**src/rtl/mkg_round_sequencer.sv**
```systemverilog
// Iterative keyed MKG round engine: accepts seed/keys/round count, applies one
// MKG round per cycle, then holds the final state and parity until consumed.

// Combinational MKG reversible gate, {A,B,C,D} -> {P,Q,R,S}.
module MKG_gate (
  input  logic i_a,
  input  logic i_b,
  input  logic i_c,
  input  logic i_d,
  output logic o_p,
  output logic o_q,
  output logic o_r,
  output logic o_s
);
  logic w_t;

  // Shared term ((~A & ~D) ^ ~B) feeds both R and S.
  assign w_t = (~i_a & ~i_d) ^ ~i_b;
  assign o_p = i_a;
  assign o_q = i_c;
  assign o_r = w_t ^ i_c;
  assign o_s = (w_t & i_c) ^ ((i_a & i_b) ^ i_d);
endmodule

module mkg_round_sequencer #(
  parameter int unsigned NR = 8,
  parameter int unsigned RW = 4
) (
  input  logic            clk,
  input  logic            rst,
  input  logic            in_valid,
  output logic            in_ready,
  input  logic [3:0]      in_seed,
  input  logic [4*NR-1:0] in_chal,
  input  logic [RW-1:0]   in_rounds,
  input  logic            abort,
  output logic            out_valid,
  input  logic            out_ready,
  output logic [3:0]      out_resp,
  output logic            out_parity,
  output logic            busy,
  output logic [RW-1:0]   round_idx
);
  localparam int unsigned KIW = (NR > 1) ? $clog2(NR) : 1;

  typedef enum logic [1:0] {
    IDLE = 2'd0,
    RUN  = 2'd1,
    DONE = 2'd2
  } fsm_t;

  fsm_t                 r_fsm, w_fsm_nxt;
  logic [3:0]           r_state, w_state_nxt;
  logic [NR-1:0][3:0]   r_keys, w_keys_nxt;
  logic [RW-1:0]        r_reff, w_reff_nxt;
  logic [RW-1:0]        r_cnt, w_cnt_nxt;
  logic                 r_in_ready, r_out_valid, r_busy, r_parity;

  logic [RW-1:0]        w_reff_in;
  logic [KIW-1:0]       w_kidx;
  logic [3:0]           w_key;
  logic [3:0]           w_mix;
  logic [3:0]           w_mkg;

  // Round count saturates at NR.
  assign w_reff_in = (in_rounds > RW'(NR)) ? RW'(NR) : in_rounds;

  // Key for the round applied on the coming edge.
  assign w_kidx = r_cnt[KIW-1:0];
  assign w_key  = r_keys[w_kidx];
  assign w_mix  = r_state ^ w_key;

  MKG_gate u_mkg (
    .i_a (w_mix[3]),
    .i_b (w_mix[2]),
    .i_c (w_mix[1]),
    .i_d (w_mix[0]),
    .o_p (w_mkg[3]),
    .o_q (w_mkg[2]),
    .o_r (w_mkg[1]),
    .o_s (w_mkg[0])
  );

  // Next-state and datapath update; cnt returns to 0 whenever RUN is left.
  always_comb begin
    w_fsm_nxt   = r_fsm;
    w_state_nxt = r_state;
    w_keys_nxt  = r_keys;
    w_reff_nxt  = r_reff;
    w_cnt_nxt   = r_cnt;
    case (r_fsm)
      IDLE: begin
        if (in_valid) begin
          w_state_nxt = in_seed;
          w_keys_nxt  = in_chal;
          w_reff_nxt  = w_reff_in;
          w_cnt_nxt   = '0;
          w_fsm_nxt   = (w_reff_in != '0) ? RUN : DONE;
        end
      end
      RUN: begin
        if (abort) begin
          w_fsm_nxt = IDLE;
          w_cnt_nxt = '0;
        end else begin
          w_state_nxt = w_mkg;
          if (r_cnt == (r_reff - RW'(1))) begin
            w_fsm_nxt = DONE;
            w_cnt_nxt = '0;
          end else begin
            w_cnt_nxt = r_cnt + RW'(1);
          end
        end
      end
      DONE: begin
        if (abort || out_ready) begin
          w_fsm_nxt = IDLE;
        end
      end
      default: begin
        w_fsm_nxt = IDLE;
        w_cnt_nxt = '0;
      end
    endcase
  end

  // State, datapath and registered status outputs.
  always_ff @(posedge clk or posedge rst) begin
    if (rst) begin
      r_fsm       <= IDLE;
      r_state     <= '0;
      r_keys      <= '0;
      r_reff      <= '0;
      r_cnt       <= '0;
      r_in_ready  <= 1'b1;
      r_out_valid <= 1'b0;
      r_busy      <= 1'b0;
      r_parity    <= 1'b0;
    end else begin
      r_fsm       <= w_fsm_nxt;
      r_state     <= w_state_nxt;
      r_keys      <= w_keys_nxt;
      r_reff      <= w_reff_nxt;
      r_cnt       <= w_cnt_nxt;
      r_in_ready  <= (w_fsm_nxt == IDLE);
      r_out_valid <= (w_fsm_nxt == DONE);
      r_busy      <= (w_fsm_nxt == RUN);
      r_parity    <= ^w_state_nxt;
    end
  end

  assign in_ready   = r_in_ready;
  assign out_valid  = r_out_valid;
  assign busy       = r_busy;
  assign out_resp   = r_state;
  assign out_parity = r_parity;
  assign round_idx  = r_cnt;
endmodule
```
**config.mk**
```make
export PLATFORM = sky130hd
export DESIGN_NAME = mkg_round_sequencer
export DESIGN_NICKNAME = d
export VERILOG_FILES = /design/src/rtl/mkg_round_sequencer.sv
export SDC_FILE = /design/constraint.sdc
export NUM_CORES = 1
export LEC_CHECK = 0
export CAP_MARGIN = 10
export CORE_ASPECT_RATIO = 1.2
export CORE_MARGIN = 5
export CORE_UTILIZATION = 40
export DETAILED_ROUTE_END_ITERATION = 8
export PLACE_DENSITY = 0.63
export SLEW_MARGIN = 20
export SYNTH_ARGS = -nofsm -noshare
export SYNTH_HDL_FRONTEND = slang
export SYNTH_SLANG_ARGS = --single-unit
```
**constraint.sdc**
```tcl
create_clock -name clk -period 8.48 [get_ports clk]
set_input_delay 1.696 -clock clk [delete_from_list [all_inputs] [get_ports clk]]
set_output_delay 1.696 -clock clk [all_outputs]
set_load 0.05 [all_outputs]
```
==> impl_metrics.tcl, run 1 <==
set metrics [dict create \
    crit_chain "clkdlybuf4s50_1" \
    grt_max_degree 51 \
    via_per_inst 4.72 \
    cts.sinks 50 \
    fillCellCount 655 \
    vdd_drop_max_mv 0.146 \
    cts_resized 0 \
    vias 1936 \
    cts_tree "built" \
    worstPathArrival_ps 2230 \
    syn-num-nets 321 \
    cp_num_buf_inv 1 \
    power_mw 1.10 \
    diodes 0 \
    die_h_um 97.7 \
    cp-start-kind "flip-flop" \
    row_count 32 \
    htreeDepth 2 \
    setup_viol 0 \
    finalClockSkew_ps 6.69 \
    holdBufCountCts 0 \
    worstSetupPathType "reg -> out" \
    drc_errors 0 \
    cpPeakStageDelay_ps 970 \
    netlist_instances 273 \
    holdWs_ps 477 \
    fin_util 0.516 \
    synth.largest_area_cell "dfrtp_1" \
    drv_slew 0 \
    hold_class "reg -> reg" \
    yosysSeqAreaShare 0.489 \
    syn2layout_area_growth_pct 27.3 \
    timing.final.crit_share 0.463 \
    synth-seq-cells 50 \
    tightest_slew_ps 918 \
    drtPass1Iterations 4 \
    status "completed" \
    grt-ovfl-total 0 \
    antenna_found_initial 0 \
    synth_warnings 0 \
    grt_first_pass_wirelength_mm 8.78 \
    clk_latency_ps 300 \
    synth.top_cells.by_area "dfrtp_1 (48%), nand2_1 (15%), mux2i_1 (5.1%)" \
    post-cts-setup-buffers 0 \
    grt_setup_unrepaired "false" \
    yosysMostFrequentCell "nand2_1" \
    fin_tns_setup_ps 0 \
    port-buffer-count 56 \
    dp_hpwl_mm 3.75 \
    multi_input_area_sq_um 1200 \
    power.density_nw_per_um2 337 \
    clk_pin_slew_ps 90 \
    maxCapViolCount 0 \
    nNetsFinal 372 \
    start_util 0.405 \
    fmax_mhz 255 \
    avgSynthCellArea_sq_um 9.39 \
    critPathTopFamily "buffers and inverters" \
    synthArstFlopShare 1.00 \
    post-route-min-period_ps 3920 \
    cts_buffers 5 \
    die_x_um 83.1 \
    endpoint_kind "output pin" \
    grt_pass1_vias 1890 \
    drive_gt1_frac 0.0708 \
    routabilityCongestion 0.818 \
    required_ps 6780 \
    cp_max_fo 20 \
    synthFlopType "dfrtp_1" \
    synth_common_cells "nand2_1 (104), dfrtp_1 (49), mux2i_1 (13)" \
    root_buffer "clkbuf_8" \
    relSlewSlack 0.388 \
    slowest_stage "clkdlybuf4s50_1" \
    yosysTopAreaCellShare 0.478 \
    io_pins 57 \
    avgRoutedWirePerCell_um 13.0 \
    p_leak_nw 1.48 \
    core_area_sq_um 6330 \
    die-area_sq_um 8120 \
    mappedNetlistArea_sq_um 2560 \
    regArea_sq_um 1250 \
    drt_wl_total_mm 5.33 \
    yosysUniqueCellTypes 43 \
    grt_usage 0.131 \
    drtAntennaViolNets 0 \
    ctsLongestPathBuffers 2 \
    hold_viol_final 0 \
    synth_edf_count 0 \
    drtIter0Drc 74 \
]
layout make-up:
| cell class | count | area share |
|---|---|---|
| flip-flops and latches | 50 | 0.384 |
| well taps | 85 | 0.0326 |
| repair buffers | 58 | 0.176 |
| clock buffers | 6 | 0.0253 |
| multi-input cells | 201 | 0.369 |
| inverters | 8 | 0.00958 |
| clock inverters | 2 | 0.00383 |
kinds of logic (layout without fill, tap and decap cells):
logic type | count (synthesis) | count (layout) | synth area share
xor gates and xnor gates | 15 | 15 | 0.0571
muxes | 18 | 18 | 0.0932
adders and majority gates | 3 | 3 | 0.0146
AOI/OAI and AO/OA | 30 | 30 | 0.0830
buffers and inverters | 22 | 74 | 0.0429
and+or+nand+nor | 135 | 135 | 0.221
DFF | 50 | 50 | 0.489
registers in the layout, summed over array words and instances (netlist names):
| name | cells |
|---|---|
| out_parity | 1 |
| out_resp | 4 |
| in_ready | 1 |
| r_fsm | 2 |
| round_idx | 4 |
| r_reff | 4 |
| r_keys | 32 |
| out_valid | 1 |
| busy | 1 |
per-layer routing:
metal	share of wire	wire length, um	up-vias	GRT usage
li1	-	-	996	-
met2	0.47	2510	52	0.219
met5	0	0	-	0
met1	0.46	2450	886	0.168
met3	0.065	344	2	0.0365
met4	0.0064	34	0	0.0377
path summary, 6_finish.rpt:
check	slack (ps)	cells past startpoint	end	from
hold reg to reg	480	2	r_keys[29]$_DFFE_PP0P_	r_keys[29]$_DFFE_PP0P_
setup reg to reg	4670	13	out_parity$_DFF_PP0_	round_idx[0]$_DFFE_PP0P_
min in group asynchronous	1850	2	r_keys[21]$_DFFE_PP0P_	rst
setup / recovery	4560	1	round_idx[0]	round_idx[0]$_DFFE_PP0P_
hold / removal	480	2	r_keys[29]$_DFFE_PP0P_	r_keys[29]$_DFFE_PP0P_
max in group asynchronous	6120	2	out_resp[2]$_DFF_PP0_	rst
where the power goes:
part	total [mW]	internal (mW)	switching, mW
clock	0.144	0.0657	0.0784
sequential	0.408	0.330	0.0784
combinational	0.548	0.268	0.280
layout by cell type, fill, tap and decap left out, types with 2 or more instances in the layout:
cell type,count
a21oi_1,5
a22oi_1,2
buf_4,2
clkbuf_8,6
clkdlybuf4s50_1,56
clkinv_2,2
dfrtp_1,49
ha_1,3
inv_1,7
mux2i_1,13
mux4_1,2
mux4_2,2
nand2_1,104
nand2b_1,5
nand3b_1,3
nor2_1,8
nor2b_1,5
nor3_1,2
o21ai_0,9
o22ai_1,3
o2bb2ai_1,2
xnor2_1,9
xnor2_2,2
xor2_1,4
worst reg2reg max path, cell delays in order (launching register included):
cell and delay [ps]:
dfrtp_1 950, mux2i_1 190, mux4_2 500, xor2_1 200, or3b_2 470, xnor2_1 140
ha_1 280, mux2i_1 60, nand2_1 70, o21ai_0 80, a22oi_1 250, xor2_1 260
xnor2_2 140, xnor2_1 140
through the flow:
stage                     setup WS, ps  area (sq um)  std cells
after floorplan                   5060          2560        273
after global placement            4680          3170        402
after global routing              4400          3260        410
final                             4560          3260        410
after CTS                         4520          3260        410
after detailed placement          4620          3170        402
Note: power is estimated with default switching activity, not from simulation.
==> inputs of run 2 (changes only) <==
==> constraint.sdc (replaced) <==
create_clock -name clk -period 4.1 [get_ports clk]
set_input_delay 0.82 -clock clk [delete_from_list [all_inputs] [get_ports clk]]
set_output_delay 0.82 -clock clk [all_outputs]
set_load 0.05 [all_outputs]
==> impl_metrics.tcl, run 2 (synthesis gave the netlist of run 1 again) <==
set metrics [dict create \
    status "completed" \
    top_layer "met4" \
    final_cell_mix "nand2_1 (104), clkdlybuf4s50_1 (56), dfrtp_1 (49), mux2i_1 (13)" \
    final_common_cell "nand2_1" \
    grt_usage 0.143 \
    start_util 0.405 \
    grt-ovfl-total 0 \
    drv_slew 0 \
    tightest_slew_ps 861 \
    fin_util 0.520 \
    timing.final.crit_share 0.814 \
    ctsLongestPathBuffers 2 \
    antenna_found_initial 0 \
    required_ps 4330 \
    wl_met1_mm 2.49 \
    slowest_stage "mux4_2" \
    fillCellCount 653 \
    cp_max_fo 11 \
    grt_max_degree 51 \
    via_per_inst 4.84 \
    post-cts-setup-buffers 0 \
    drtPass1Iterations 4 \
    grt_pass1_vias 2094 \
    cp-start-kind "flip-flop" \
    fin_tns_setup_ps 0 \
    core_area_sq_um 6330 \
    cts.sinks 50 \
    cp_num_buf_inv 1 \
    clk_latency_ps 300 \
    top_register "r_keys" \
    power_mw 2.30 \
    post-route-min-period_ps 3340 \
    drtAntennaViolNets 0 \
    row_count 32 \
    grt_first_pass_wirelength_mm 9.60 \
    routabilityCongestion 0.797 \
    nNetsFinal 375 \
    setup_viol 0 \
    worstPathArrival_ps 3570 \
    htreeDepth 2 \
    vias 1997 \
    regArea_sq_um 1250 \
    p_leak_nw 1.49 \
    cts_buffers 5 \
    port-buffer-count 56 \
    hold_class "reg -> reg" \
    power.density_nw_per_um2 701 \
    maxCapViolCount 0 \
    io_pins 57 \
    avgRoutedWirePerCell_um 13.2 \
    syn2layout_area_growth_pct 28.2 \
    endpoint_kind "flip-flop" \
    holdBufCountCts 0 \
    die_h_um 97.7 \
    critPathTopFamily "XOR/XNOR gates" \
    hold_viol_final 0 \
    clk_pin_slew_ps 90 \
    crit_chain "buf_4, mux2i_1, mux4_2, xor2_1, or3b_2, xnor2_1, ha_1, mux2i_1, nand2_1, o21ai_0, a22oi_1, xor2_1, xnor2_2, xnor2_1" \
    finalClockSkew_ps 10.0 \
    diodes 0 \
    drc_errors 0 \
    vdd_drop_max_mv 0.340 \
    worstSetupPathType "reg -> reg" \
    cts_tree "built" \
    die_x_um 83.1 \
    wl_met3_um 320 \
    root_buffer "clkbuf_8" \
    drtIter0Drc 80 \
    dp_hpwl_mm 4.02 \
    cpPeakStageDelay_ps 480 \
    drive_gt1_frac 0.0793 \
    relSlewSlack 0.426 \
    largest_register_ffs 32 \
    grt_setup_unrepaired "false" \
    fmax_mhz 300 \
    wl_met2_mm 2.60 \
    drt_wl_total_mm 5.47 \
    multi_input_area_sq_um 1200 \
    die-area_sq_um 8120 \
    fin_cells 413 \
    cts_resized 0 \
    dp.cells 405 \
]
-- run 2: area by class of cell --
cell class              instances  area share
flip-flops and latches         50       0.381
multi-input cells             201       0.366
inverters                       8     0.00952
clock buffers                   6      0.0251
well taps                      85      0.0324
repair buffers                 61       0.182
clock inverters                 2     0.00381
-- run 2: final timing paths --
kind                                          start                endpoint  slack [ps]  cells after the start
min reg2reg                   r_keys[1]$_DFFE_PP0P_   r_keys[1]$_DFFE_PP0P_         470                      2
max in group asynchronous                       rst  r_keys[23]$_DFFE_PP0P_        2610                      2
min in group asynchronous                       rst   r_keys[5]$_DFFE_PP0P_         980                      2
max reg2reg                round_idx[0]$_DFFE_PP0P_    out_parity$_DFF_PP0_         760                     14
max                        round_idx[0]$_DFFE_PP0P_    out_parity$_DFF_PP0_         760                     14
min                           r_keys[1]$_DFFE_PP0P_   r_keys[1]$_DFFE_PP0P_         470                      2
-- run 2: power by group --
| part | leakage [nW] | internal, mW | switching [mW] | total, mW |
|---|---|---|---|---|
| Sequential | 0.621 | 0.683 | 0.136 | 0.819 |
| Combinational | 0.826 | 0.564 | 0.620 | 1.18 |
| Clock | 0.0472 | 0.136 | 0.166 | 0.302 |
| Total | 1.49 | 1.38 | 0.921 | 2.30 |
-- run 2: stage by stage --
| stage | setup slack, ps | area (sq um) | hold WS [ps] |
|---|---|---|---|
| after floorplan | 678 | 2560 | 437 |
| after global placement | 858 | 3190 | 452 |
| after detailed placement | 769 | 3190 | 455 |
| after CTS | 745 | 3290 | 477 |
| after global routing | 498 | 3290 | 500 |
| final | 763 | 3290 | 474 |
-- run 2: worst reg2reg max path, cell delays in order, from the launching register on --
cell and delay, ps:
dfrtp_1 410, buf_4 210, mux2i_1 130, mux4_2 480, xor2_1 210, or3b_2 480
xnor2_1 140, ha_1 280, mux2i_1 60, nand2_1 70, o21ai_0 80, a22oi_1 220
xor2_1 250, xnor2_2 140, xnor2_1 130
-- run 2: layer usage --
layer	global-route usage	vias to the layer above
met5	0	-
met4	0.0440	0
met3	0.0382	7
met2	0.232	56
met1	0.188	934
li1	-	1000
